`config.mk`:
```
export PLATFORM = sky130hd
export DESIGN_NAME = parity_step_counter_flat
export DESIGN_NICKNAME = d
export VERILOG_FILES = /design/src/rtl/parity_step_counter_if.sv /design/src/rtl/parity_step_counter.sv /design/src/flat_wrapper.sv
export SDC_FILE = /design/constraint.sdc
export NUM_CORES = 1
export LEC_CHECK = 0
export BUFFER_PORTS_ARGS = -buffer_cell sky130_fd_sc_hd__buf_2
export CAP_MARGIN = 20
export CORE_MARGIN = 2
export CORE_UTILIZATION = 42
export CTS_BUF_LIST = sky130_fd_sc_hd__clkbuf_4
export DETAILED_ROUTE_END_ITERATION = 8
export GPL_TIMING_DRIVEN = 0
export PLACE_DENSITY_LB_ADDON = 0.12
export SLEW_MARGIN = 0
export SYNTH_ARGS = -nofsm -noshare
export SYNTH_HDL_FRONTEND = slang
export SYNTH_SLANG_ARGS = --single-unit
```
`constraint.sdc`:
```
create_clock -name clk -period 12.7 [get_ports clk]
set_clock_uncertainty 0.1 [all_clocks]
set_input_delay 2.54 -clock clk [delete_from_list [all_inputs] [get_ports clk]]
set_output_delay 2.54 -clock clk [all_outputs]
set_load 0.02 [all_outputs]
```
`src/rtl/parity_step_counter_if.sv`:
```
// Control/status bundle for parity_step_counter: step controls, load path and
// registered status outputs. The master side drives controls; the counter is the slave.
interface parity_step_counter_if #(
  parameter int WIDTH = 8
);
  logic             en;
  logic             load;
  logic [1:0]       mode;
  logic             dir;
  logic             sat;
  logic [WIDTH-1:0] data_in;
  logic [WIDTH-1:0] limit;
  logic [WIDTH-1:0] count;
  logic             tc;
  logic             load_err;
  logic             busy;
  logic             halted;

  modport master (
    output en, load, mode, dir, sat, data_in, limit,
    input  count, tc, load_err, busy, halted
  );

  modport slave (
    input  en, load, mode, dir, sat, data_in, limit,
    output count, tc, load_err, busy, halted
  );
endinterface

```
`src/rtl/parity_step_counter.sv`:
```
// Parity-filtered up/down step counter with programmable inclusive limit,
// wrap or saturate-and-halt at the boundary, and parity-checked loads.
module parity_step_counter #(
  parameter int WIDTH = 8,
  parameter int STEP  = 2
) (
  input logic                  clk,
  input logic                  rst,
  parity_step_counter_if.slave bus
);

  if (WIDTH < 2) begin : g_width_chk
    $error("parity_step_counter: WIDTH must be >= 2");
  end
  if ((STEP % 2) != 0 || STEP < 2 || STEP >= (2 ** WIDTH)) begin : g_step_chk
    $error("parity_step_counter: STEP must be even, >= 2 and < 2**WIDTH");
  end

  typedef enum logic [1:0] {MODE_EVEN, MODE_ODD, MODE_ANY, MODE_HOLD} mode_t;
  typedef enum logic [1:0] {IDLE, RUN, HALT} state_t;

  localparam logic [WIDTH:0] STEP_X = (WIDTH + 1)'(STEP);
  localparam logic [WIDTH:0] ONE_X  = (WIDTH + 1)'(1);

  state_t           state, state_n;
  logic [WIDTH-1:0] count, count_n;
  logic             tc, tc_n;
  logic             load_err, load_err_n;

  mode_t            md;
  logic             is_odd;
  logic             parity_mode;
  logic             match;
  logic             align;
  logic [WIDTH:0]   cnt_x, lim_x, base_x, delta, sum;
  logic             up_bnd, dn_bnd, bnd;
  logic [WIDTH-1:0] top;

  // State and registered outputs
  always_ff @(posedge clk) begin
    if (rst) begin
      state    <= IDLE;
      count    <= '0;
      tc       <= 1'b0;
      load_err <= 1'b0;
    end else begin
      state    <= state_n;
      count    <= count_n;
      tc       <= tc_n;
      load_err <= load_err_n;
    end
  end

  // Boundary arithmetic in WIDTH+1 bits so an up-step past 2**WIDTH-1 is seen
  always_comb begin
    md          = mode_t'(bus.mode);
    is_odd      = (md == MODE_ODD);
    parity_mode = (md == MODE_EVEN) || (md == MODE_ODD);
    cnt_x       = {1'b0, count};
    lim_x       = {1'b0, bus.limit};
    base_x      = {{WIDTH{1'b0}}, is_odd};
    align       = parity_mode && (count[0] != is_odd);
    delta       = align ? ONE_X : STEP_X;
    sum         = cnt_x + delta;
    up_bnd      = sum > lim_x;
    dn_bnd      = cnt_x < (base_x + delta);
    bnd         = bus.dir ? dn_bnd : up_bnd;
    top         = bus.limit - WIDTH'(parity_mode && (bus.limit[0] != is_odd));
    unique case (md)
      MODE_EVEN: match = ~bus.data_in[0];
      MODE_ODD:  match = bus.data_in[0];
      MODE_ANY:  match = 1'b1;
      default:   match = 1'b0;
    endcase
  end

  // Next state: load beats en; HOLD mode freezes stepping and rejects loads
  always_comb begin
    state_n    = state;
    count_n    = count;
    tc_n       = 1'b0;
    load_err_n = 1'b0;
    if (bus.load) begin
      if (match) begin
        count_n = bus.data_in;
        state_n = RUN;
      end else begin
        load_err_n = 1'b1;
      end
    end else if (bus.en && md != MODE_HOLD) begin
      unique case (state)
        IDLE: begin
          count_n = base_x[WIDTH-1:0];
          state_n = RUN;
        end
        RUN: begin
          if (bnd) begin
            tc_n = 1'b1;
            if (bus.sat) state_n = HALT;
            else         count_n = bus.dir ? top : base_x[WIDTH-1:0];
          end else begin
            count_n = bus.dir ? (count - delta[WIDTH-1:0]) : sum[WIDTH-1:0];
          end
        end
        default: ;
      endcase
    end
  end

  assign bus.count    = count;
  assign bus.tc       = tc;
  assign bus.load_err = load_err;
  assign bus.busy     = (state == RUN);
  assign bus.halted   = (state == HALT);

endmodule
```
`src/flat_wrapper.sv`:
```
// flat-port wrapper written by rule: the top's interface ports become plain ports
module parity_step_counter_flat 
#(
  parameter int WIDTH = 8,
  parameter int STEP  = 2
)
  (clk, rst, bus_en, bus_load, bus_mode, bus_dir, bus_sat, bus_data_in, bus_limit, bus_count, bus_tc, bus_load_err, bus_busy, bus_halted);
  parity_step_counter_if #(.WIDTH(WIDTH)) bus_i ();
  input logic clk;
  input logic rst;
  input wire logic [$bits(bus_i.en)-1:0] bus_en;
  input wire logic [$bits(bus_i.load)-1:0] bus_load;
  input wire logic [$bits(bus_i.mode)-1:0] bus_mode;
  input wire logic [$bits(bus_i.dir)-1:0] bus_dir;
  input wire logic [$bits(bus_i.sat)-1:0] bus_sat;
  input wire logic [$bits(bus_i.data_in)-1:0] bus_data_in;
  input wire logic [$bits(bus_i.limit)-1:0] bus_limit;
  output wire logic [$bits(bus_i.count)-1:0] bus_count;
  output wire logic [$bits(bus_i.tc)-1:0] bus_tc;
  output wire logic [$bits(bus_i.load_err)-1:0] bus_load_err;
  output wire logic [$bits(bus_i.busy)-1:0] bus_busy;
  output wire logic [$bits(bus_i.halted)-1:0] bus_halted;
  assign bus_i.en = bus_en;
  assign bus_i.load = bus_load;
  assign bus_i.mode = bus_mode;
  assign bus_i.dir = bus_dir;
  assign bus_i.sat = bus_sat;
  assign bus_i.data_in = bus_data_in;
  assign bus_i.limit = bus_limit;
  assign bus_count = bus_i.count;
  assign bus_tc = bus_i.tc;
  assign bus_load_err = bus_i.load_err;
  assign bus_busy = bus_i.busy;
  assign bus_halted = bus_i.halted;
  parity_step_counter #(.WIDTH(WIDTH), .STEP(STEP)) u_core (.clk(clk), .rst(rst), .bus(bus_i));
endmodule
```
==> tab_implementation.tex, run 1 <==
\begin{tabular}{lr}
\hline
Metric & Value \\
\hline
\multicolumn{2}{l}{\textbf{Outcome}} \\
\quad Status & completed \\
\multicolumn{2}{l}{\textbf{Worst hold path}} \\
\quad Launch point of the worst hold path & u\_core.state[0] \\
\quad Min-Delay Endpoint & u\_core.state[0] \\
\quad Cells on Worst Hold Path & 2 \\
\quad Class of the most critical hold timing path & register to register \\
\multicolumn{2}{l}{\textbf{Timing}} \\
\quad Total negative slack & 0 ns \\
\quad RSZ-0062 raised after global routing & no \\
\quad Max-slew violation count & 0 \\
\quad Slew at the pin closest to its max-slew limit & $\sim$0.52 ns \\
\quad Final Hold Vio Count & 0 \\
\quad Achievable frequency & roughly 160 MHz \\
\quad Final period demand of the worst path & about 6.4 ns \\
\quad Headroom to the max-slew limit & 0.651 \\
\quad Share of the clock period used by the worst path & 0.506 \\
\quad Final number of setup-violating endpoints & 0 \\
\multicolumn{2}{l}{\textbf{Synth}} \\
\quad FF+latch count, synth & 12 \\
\quad Synth Instances & 204 \\
\quad Count of different cell masters after synthesis & 55 \\
\quad Mapped Avg Cell Area & slightly below 8 sq um \\
\quad EDFF count, synth & 0 \\
\quad Post-Synthesis Cell Area & about 0.0016 sq mm \\
\quad Flip-flop cell with the highest count after synthesis & sky130\_fd\_sc\_hd\_\_dfxtp\_1 \\
\quad Proportion of synthesized chip area in sequential cells & 0.151 \\
\quad Yosys warnings & 0 \\
\quad Async SR Flop Fraction & 0 \\
\quad Post-synth net total & between 200 and 250 \\
\multicolumn{2}{l}{\textbf{Floorplan}} \\
\quad Ports & 36 \\
\quad Floorplan Core Area & between 0.003 and 0.004 sq mm \\
\quad Die Footprint & between 0.004 and 0.005 sq mm \\
\quad Initial standard-cell utilization of the core & 0.435 \\
\quad Die height & roughly 66 microns \\
\quad Die W & roughly 66 microns \\
\quad Row Count & 22 \\
\multicolumn{2}{l}{\textbf{Cells and area}} \\
\quad Synth-to-layout area growth & 16.3\% \\
\quad Share of layout cells above drive strength 1 & 0.223 \\
\quad Most frequent cells in the layout & sky130\_fd\_sc\_hd\_\_buf\_2, sky130\_fd\_sc\_hd\_\_nand2\_1, sky130\_fd\_sc\_hd\_\_nor2\_1 \\
\quad Number of nets at the end of the flow & about 280 \\
\quad Most common cell after layout, fill and taps aside & sky130\_fd\_sc\_hd\_\_buf\_2 \\
\quad Fill cell count & about 380 \\
\quad Antenna Diode Count & 0 \\
\quad Footprint of the flip-flops and latches & approximately 240 sq um \\
\quad Area of the multi-input gates & 0.00126 sq mm \\
\multicolumn{2}{l}{\textbf{Power and ir drop}} \\
\quad Final Total Pwr & around 0.00014 W \\
\quad Relative contribution of combinational cells to total power & 0.520 \\
\quad Clock power share & 0.165 \\
\quad Worst VDD drop & approximately 0.045 mV \\
\quad Internal power summed over all cells & 0.0000826 W \\
\quad P\_sw & $\sim$0.000062 W \\
\quad Cell Pwr Density & roughly 78 mW/mm\^{}2 \\
\quad Net Sw Frac & 0.427 \\
\quad Leakage power summed over all cells & just under 0.8 nW \\
\quad Sequential share of power & 0.315 \\
\multicolumn{2}{l}{\textbf{Place}} \\
\quad Placed wire-length estimate & between 3000 and 4000 microns \\
\quad Count of input and output buffers & 34 \\
\quad Final RePlAce weighted congestion & around 0.85 \\
\multicolumn{2}{l}{\textbf{Setup path}} \\
\quad Max stage delay cell, worst path & sky130\_fd\_sc\_hd\_\_or4b\_1 \\
\quad Data arrival time of the critical path & 6.50 ns \\
\quad R2r endpoint & u\_core.bus.count[2] \\
\quad Kind of end point of the critical path & register \\
\quad Launch instance of the worst register-to-register path & u\_core.bus.count[0] \\
\quad Cell count of the worst reg-to-reg path & 16 \\
\quad Required time at the endpoint of the critical path & 12.77 ns \\
\quad Setup slack, reg-to-reg & 8.42 ns \\
\quad Type of origin of the critical path & input port \\
\quad Largest stage delay on the critical path & 0.57 ns \\
\quad Type of the setup path with the least slack & input port to register \\
\quad CP Max Fanout & 10 \\
\quad Critical-path cell list & buf\_2, clkbuf\_1, or3b\_1, nand2b\_1, ha\_1, or4b\_1, nand2\_1, nand2\_1, xnor2\_1, ha\_1, nand2\_1, a2bb2oi\_1, nand4\_4, a31oi\_2, buf\_2, nor2\_1, a311oi\_1 \\
\quad Top cell by count, worst path & sky130\_fd\_sc\_hd\_\_nand2\_1 \\
\multicolumn{2}{l}{\textbf{Clocking}} \\
\quad Clock root buffer & sky130\_fd\_sc\_hd\_\_clkbuf\_4 \\
\quad TritonCTS Sinks & 12 \\
\quad Resized Gates After CTS & 0 \\
\quad Clock-pin transition on the worst setup and hold timing paths & 0.08 ns \\
\quad CTS tree & built \\
\quad CTS buffer count & 3 \\
\quad Insertion delay to the later sink of the worst-skew pair & 0.27 ns \\
\quad Hold Buf Count CTS & 0 \\
\quad Number of setup buffers added after CTS & 0 \\
\quad CTS H-tree depth & 1 \\
\quad Clock Tree Buf Depth & 2 \\
\multicolumn{2}{l}{\textbf{Route}} \\
\quad Remaining antenna violation count & 0 \\
\quad Detailed-route wire length per cell & around 15 microns \\
\quad Vias post-DR & 1,625 \\
\quad Number of vias per cell after detailed routing & $\sim$5.6 \\
\quad Drt first pass iters & 4 \\
\quad Wirelength, routed & $\sim$4400 microns \\
\quad Drt drc & 0 \\
\quad Drt first-iter violations & 36 \\
\multicolumn{2}{l}{\textbf{GRT}} \\
\quad Via count of the first global-routing pass & 1,442 \\
\quad Residual overflow from global routing & 0 \\
\quad Global-route wire length before repair & just over 7000 microns \\
\quad Pin count of the biggest net entering global routing & 11 \\
\quad Global-route usage over all layers & 0.220 \\
\quad Initial antenna violation count & 0 \\
\multicolumn{2}{l}{\textbf{Job}} \\
\quad Number of maximum-capacitance violations & 0 \\
\hline
\end{tabular}
[per-layer routing]
metal  GRT usage  routed length [microns]  vias to the layer above
met5           0                        0                        -
met4      0.0469                       17                        0
met3      0.0223                      188                        2
met2       0.360                     2050                       35
met1       0.311                     2180                      764
li1            -                        -                      824
[worst max-delay path: cells and delay by family]
kind	cells	cell delay (ns)
AND/OR/NAND/NOR	8	1.78
AO/OA/AOI/OAI	3	0.90
adder cells (fa/ha/maj)	2	0.56
XOR/XNOR	1	0.13
buffers and inverters	3	0.59
[layout make-up]
class                           instances  area share
Timing Repair Buffer                   35      0.0958
Tap cell                               48      0.0324
Sequential cell                        12       0.130
Multi-Input combinational cell        170       0.678
Buffer                                 10      0.0277
Inverter                               12      0.0243
Clock buffer                            3      0.0121
[stage by stage]
step	utilization	hold WS (ns)	cell area (sq um)	setup slack, ns	std cells
floorplan	-	0.376	1590	6.61	204
global placement	0.498	0.403	1820	6.01	286
detailed placement	0.498	0.407	1820	6.02	286
CTS	0.504	0.419	1850	6.29	289
global route	0.506	0.451	1850	5.97	290
finish	0.506	0.413	1850	6.27	290
[sequential cells by signal, summed over array words and instances, names as in the netlist]
register,flops
u_core.bus.load_err,1
u_core.state,2
u_core.bus.count,8
u_core.bus.tc,1
[cells in the mapped netlist, drive strengths merged, types with 5 or more instances]
library cell	n	area, sq um
nand3	8	40.0
nor3	5	25.0
nand2b	5	31.3
inv	12	45.0
dfxtp	12	240
a211oi	5	37.5
xnor2	14	123
nand2	20	75.1
nor2b	7	43.8
ha	13	163
a21oi	8	51.3
buf	6	36.3
nand4	6	67.6
nor2	16	60.1
o21ai	7	35.0
[power by group through the flow]
stage,Clock (W),Combinational (W),Sequential [W]
global route,0.0000262,0.0000838,0.0000460
finish,0.0000237,0.0000751,0.0000454
detailed placement,0,0.0000745,0.0000463
global placement,0,0.0000743,0.0000463
CTS,0.0000245,0.0000750,0.0000454
floorplan,0,0.0000511,0.0000482
[logic make-up after synthesis]
group | Yosys count | synth area share
AOI/OAI and AO/OA | 48 | 0.239
xor gates and xnor gates | 17 | 0.0934
adders and majority gates | 15 | 0.127
buffers and inverters | 22 | 0.0604
DFF | 12 | 0.151
muxes | 2 | 0.0133
other | 1 | 0.00235
and+or+nand+nor | 87 | 0.313
[how the worst max path moves through the flow]
stage | from | endpoint | slack [ns] | depth (start not counted)
floorplan | bus_mode[1] | u_core.bus.count[6] | 6.61 | 16
global placement | bus_mode[1] | u_core.bus.count[2] | 6.01 | 17
detailed placement | bus_mode[1] | u_core.bus.count[1] | 6.02 | 17
CTS | bus_mode[1] | u_core.bus.count[2] | 6.29 | 17
global route | bus_mode[1] | u_core.bus.count[2] | 5.97 | 17
finish | bus_mode[1] | u_core.bus.count[2] | 6.27 | 17
(Power assumes the default switching activity.)
==> inputs of run 2 (changes only) <==
Settings changed: ABC_AREA set to 1.
Clock period 12.7 ns to 5.8 ns, I/O delays scaled along.
==> run 2 against run 1 <==
Combinational power up 140%; synthesized cell count rose by 31%; worst hold slack worse by 0.034 ns; global-route usage shrank 0.56 points; flip-flop and latch count is the same; via count is 7.9% higher; final area shrank 1.6%; critical path type unchanged; largest cell class unchanged.
==> tab_implementation.tex, run 2 <==
\begin{tabular}{lr}
\hline
Metric & Value \\
\hline
\multicolumn{2}{l}{\textbf{Cells and area}} \\
\quad Fill cell count & 430 (+14\%) \\
\quad Share of layout cells above drive strength 1 & 0.171 (-0.0521) \\
\quad Register with the most flip-flops & u\_core.bus.count \\
\quad Antenna Diode Count & 0 (unchanged) \\
\quad Most frequent cells in the layout & sky130\_fd\_sc\_hd\_\_nand2\_1, sky130\_fd\_sc\_hd\_\_buf\_2, sky130\_fd\_sc\_hd\_\_inv\_1, sky130\_fd\_sc\_hd\_\_nor2\_1, sky130\_fd\_sc\_hd\_\_nand3\_1 \\
\quad Synth-to-layout area growth & 16.0\% \\
\quad Largest regs & u\_core.bus.count (8), u\_core.state (2) \\
\quad Most common cell after layout, fill and taps aside & sky130\_fd\_sc\_hd\_\_nand2\_1 \\
\quad Max reg flops & 8 (unchanged) \\
\quad Number of nets at the end of the flow & 344 (+22\%) \\
\quad Number of non-filler instances in the completed layout & 352 (+21\%) \\
\multicolumn{2}{l}{\textbf{Power and ir drop}} \\
\quad Internal power summed over all cells & 0.000179 W (+120\%) \\
\quad Worst VDD drop & 0.119 mV (+170\%) \\
\quad Relative contribution of combinational cells to total power & 0.537 (+0.017) \\
\quad Clock power share & 0.168 (+0.003) \\
\quad Final Total Pwr & 0.000338 W (+130\%) \\
\quad Sequential share of power & 0.296 (-0.019) \\
\quad Cell Pwr Density & 185 mW/mm\^{}2 (+140\%) \\
\quad P\_sw & 0.000159 W (+160\%) \\
\quad Leakage power summed over all cells & 1.03 nW (+30\%) \\
\quad Net Sw Frac & 0.470 (+0.0426) \\
\multicolumn{2}{l}{\textbf{Clocking}} \\
\quad Insertion delay to the later sink of the worst-skew pair & 0.28 ns (about the same) \\
\quad CTS tree & built \\
\quad CTS buffer count & 3 (unchanged) \\
\quad Hold Buf Count CTS & 0 (unchanged) \\
\quad Clock root buffer & sky130\_fd\_sc\_hd\_\_clkbuf\_4 \\
\quad Number of setup buffers added after CTS & 0 (unchanged) \\
\quad TritonCTS Sinks & 12 (unchanged) \\
\quad Clock Tree Buf Depth & 2 (unchanged) \\
\quad CTS H-tree depth & 1 (unchanged) \\
\quad Clock-pin transition on the worst setup and hold timing paths & 0.08 ns (about the same) \\
\quad Resized Gates After CTS & 0 (unchanged) \\
\multicolumn{2}{l}{\textbf{Setup path}} \\
\quad Type of origin of the critical path & input port \\
\quad Data arrival time of the critical path & 4.24 ns (-2.26 ns) \\
\quad Required time at the endpoint of the critical path & 5.88 ns (-6.89 ns) \\
\quad Critical Path Source & bus\_mode[0] \\
\quad CP Max Fanout & 10 (unchanged) \\
\quad Launch instance of the worst register-to-register path & u\_core.bus.count[0] \\
\quad Kind of end point of the critical path & register \\
\quad Type of the setup path with the least slack & input port to register \\
\multicolumn{2}{l}{\textbf{Route}} \\
\quad Drt first-iter violations & 79 (+120\%) \\
\quad Vias post-DR & 1,754 (+7.9\%) \\
\quad Drt drc & 0 (unchanged) \\
\quad Remaining antenna violation count & 0 (unchanged) \\
\quad Number of vias per cell after detailed routing & 4.98 (-11\%) \\
\quad Detailed-route wire length per cell & 12.1 microns (-21\%) \\
\quad Drt first pass iters & 4 (unchanged) \\
\quad Wirelength, routed & 4260 microns (-4.1\%) \\
\multicolumn{2}{l}{\textbf{Floorplan}} \\
\quad Die W & 65.2 microns (-0.62\%) \\
\quad Die Footprint & 0.00425 sq mm (-1.2\%) \\
\quad Ports & 36 (unchanged) \\
\quad Row Count & 22 (unchanged) \\
\quad Die height & 65.2 microns (-0.62\%) \\
\quad Initial standard-cell utilization of the core & 0.433 (-0.00256) \\
\quad Floorplan Core Area & 0.00363 sq mm (-0.75\%) \\
\multicolumn{2}{l}{\textbf{Timing}} \\
\quad Max-slew violation count & 0 (unchanged) \\
\quad Headroom to the max-slew limit & 0.652 (+0.000882) \\
\quad Achievable frequency & approximately 240 MHz \\
\quad Hold WS & 0.380 ns (-0.0336 ns) \\
\quad Final period demand of the worst path & 4.15 ns \\
\quad RSZ-0062 raised after global routing & no \\
\quad Minimum setup slack in the final design & 1.65 ns (-4.62 ns) \\
\quad Total negative slack & 0 ns (unchanged) \\
\quad Share of the clock period used by the worst path & 0.716 \\
\quad Final Hold Vio Count & 0 (unchanged) \\
\quad Slew at the pin closest to its max-slew limit & 0.523 ns (+0.00182 ns) \\
\quad Final number of setup-violating endpoints & 0 (unchanged) \\
\multicolumn{2}{l}{\textbf{Worst hold path}} \\
\quad Launch point of the worst hold path & u\_core.state[0] \\
\quad Class of the most critical hold timing path & register to register \\
\multicolumn{2}{l}{\textbf{Synth}} \\
\quad List of most frequent post-synthesis cells & sky130\_fd\_sc\_hd\_\_nand2\_1, sky130\_fd\_sc\_hd\_\_inv\_1, sky130\_fd\_sc\_hd\_\_nor2\_1, sky130\_fd\_sc\_hd\_\_nand3\_1, sky130\_fd\_sc\_hd\_\_a21oi\_1 \\
\quad Cell with the most instances after synthesis & sky130\_fd\_sc\_hd\_\_nand2\_1 \\
\quad Yosys warnings & 0 (unchanged) \\
\quad Post-Synthesis Cell Area & 0.00157 sq mm (-1.3\%) \\
\quad Synth area leaders & sky130\_fd\_sc\_hd\_\_nand2\_1, sky130\_fd\_sc\_hd\_\_dfxtp\_1, sky130\_fd\_sc\_hd\_\_ha\_1 \\
\quad Synth Instances & 267 (+31\%) \\
\quad Cell accounting for the most synthesized area & sky130\_fd\_sc\_hd\_\_nand2\_1 \\
\quad Mapped Avg Cell Area & 5.89 sq um (-25\%) \\
\quad EDFF count, synth & 0 (unchanged) \\
\quad Proportion of synthesized chip area in sequential cells & 0.153 (+0.00204) \\
\quad FF+latch count, synth & 12 (unchanged) \\
\quad Post-synth net total & 306 (+26\%) \\
\quad Async SR Flop Fraction & 0 (unchanged) \\
\quad Flip-flop cell with the highest count after synthesis & sky130\_fd\_sc\_hd\_\_dfxtp\_1 \\
\quad Count of different cell masters after synthesis & 35 (-36\%) \\
\quad Area share of the leading cell type in the synthesized netlist & 0.191 (+0.0402) \\
\multicolumn{2}{l}{\textbf{GRT}} \\
\quad Pin count of the biggest net entering global routing & 11 (unchanged) \\
\quad Global-route wire length before repair & 7180 microns (-0.19\%) \\
\quad Via count of the first global-routing pass & 1,588 (+10\%) \\
\quad Global-route usage over all layers & 0.214 (-0.00557) \\
\quad Initial antenna violation count & 0 (unchanged) \\
\quad Residual overflow from global routing & 0 (unchanged) \\
\multicolumn{2}{l}{\textbf{Job}} \\
\quad Number of maximum-capacitance violations & 0 (unchanged) \\
\multicolumn{2}{l}{\textbf{Place}} \\
\quad Final RePlAce weighted congestion & 0.871 (+2.2\%) \\
\quad Worst Setup Slack post-DPL & 1.38 ns (-4.64 ns) \\
\quad Cells after DPL & 348 (+22\%) \\
\quad Placed wire-length estimate & 3400 microns (-4.7\%) \\
\quad Count of input and output buffers & 33 (-2.9\%) \\
\multicolumn{2}{l}{\textbf{Outcome}} \\
\quad Status & completed \\
\hline
\end{tabular}
[run 2: per-layer routing]
layer	track usage	wire [microns]
met1	0.288	2070
met5	0	0
met3	0.0120	230
met4	0.0547	46
met2	0.372	1910
[run 2: cell families after synthesis]
group,Yosys count,synth area share
AO/OA/AOI/OAI,32,0.113
other,1,0.00238
buffers and inverters,42,0.109
multiplexers,1,0.00636
adder cells (fa/ha/maj),15,0.129
AND/OR/NAND/NOR,152,0.421
XOR/XNOR,12,0.0668
flip-flops,12,0.153
[run 2: critical path, stage by stage]
cell	delay, ns
sky130_fd_sc_hd__buf_2	0.10
sky130_fd_sc_hd__inv_1	0.07
sky130_fd_sc_hd__nor2_1	0.16
sky130_fd_sc_hd__nand2_1	0.15
sky130_fd_sc_hd__nand2_1	0.15
sky130_fd_sc_hd__inv_1	0.09
sky130_fd_sc_hd__fa_1	0.43
sky130_fd_sc_hd__nand2_1	0.14
sky130_fd_sc_hd__nor2_4	0.06
sky130_fd_sc_hd__nand2_1	0.07
sky130_fd_sc_hd__xor2_1	0.20
sky130_fd_sc_hd__ha_1	0.28
sky130_fd_sc_hd__a21o_1	0.19
sky130_fd_sc_hd__nand3_1	0.07
sky130_fd_sc_hd__nand2_1	0.05
sky130_fd_sc_hd__nor2_1	0.10
sky130_fd_sc_hd__nand2_1	0.07
sky130_fd_sc_hd__nand2_2	0.09
sky130_fd_sc_hd__nand2_4	0.11
sky130_fd_sc_hd__inv_4	0.14
sky130_fd_sc_hd__nand2_1	0.06
sky130_fd_sc_hd__nand2_1	0.06
sky130_fd_sc_hd__nor2_1	0.08
sky130_fd_sc_hd__nor2_1	0.10
sky130_fd_sc_hd__nor2_1	0.04
[run 2: final timing paths]
check | endpoint | slack, ns | cells after the start
hold reg to reg | u_core.state[0] | 0.38 | 2
setup / recovery | u_core.bus.count[4] | 1.65 | 25
setup reg to reg | u_core.bus.count[4] | 2.39 | 22
hold / removal | u_core.state[0] | 0.38 | 2
[run 2: power groups by stage]
stage	clock [W]	sequential (W)	combinational (W)
finish	0.0000567	0.000100	0.000182
global route	0.0000607	0.000102	0.000206
detailed placement	0	0.000102	0.000179
global placement	0	0.000102	0.000178
CTS	0.0000566	0.000100	0.000180
floorplan	0	0.000108	0.000124
[run 2: per-stage QoR]
stage	instance area, sq um	utilization
2_1_floorplan	1570	-
3_3_place_gp	1800	0.495
3_5_place_dp	1800	0.495
4_1_cts	1820	0.502
5_1_grt	1820	0.502
6_report	1820	0.502
[run 2: final cells by class]
cell class,count,area [sq um],area share
Timing Repair Buffer,33,165,0.0905
Multi-Input combinational cell,213,1160,0.636
Tap cell,48,60.1,0.0329
Sequential cell,12,240,0.132
Clock buffer,3,22.5,0.0123
Inverter,38,150,0.0823
Buffer,4,21.3,0.0117
Clock inverter,1,3.75,0.00206
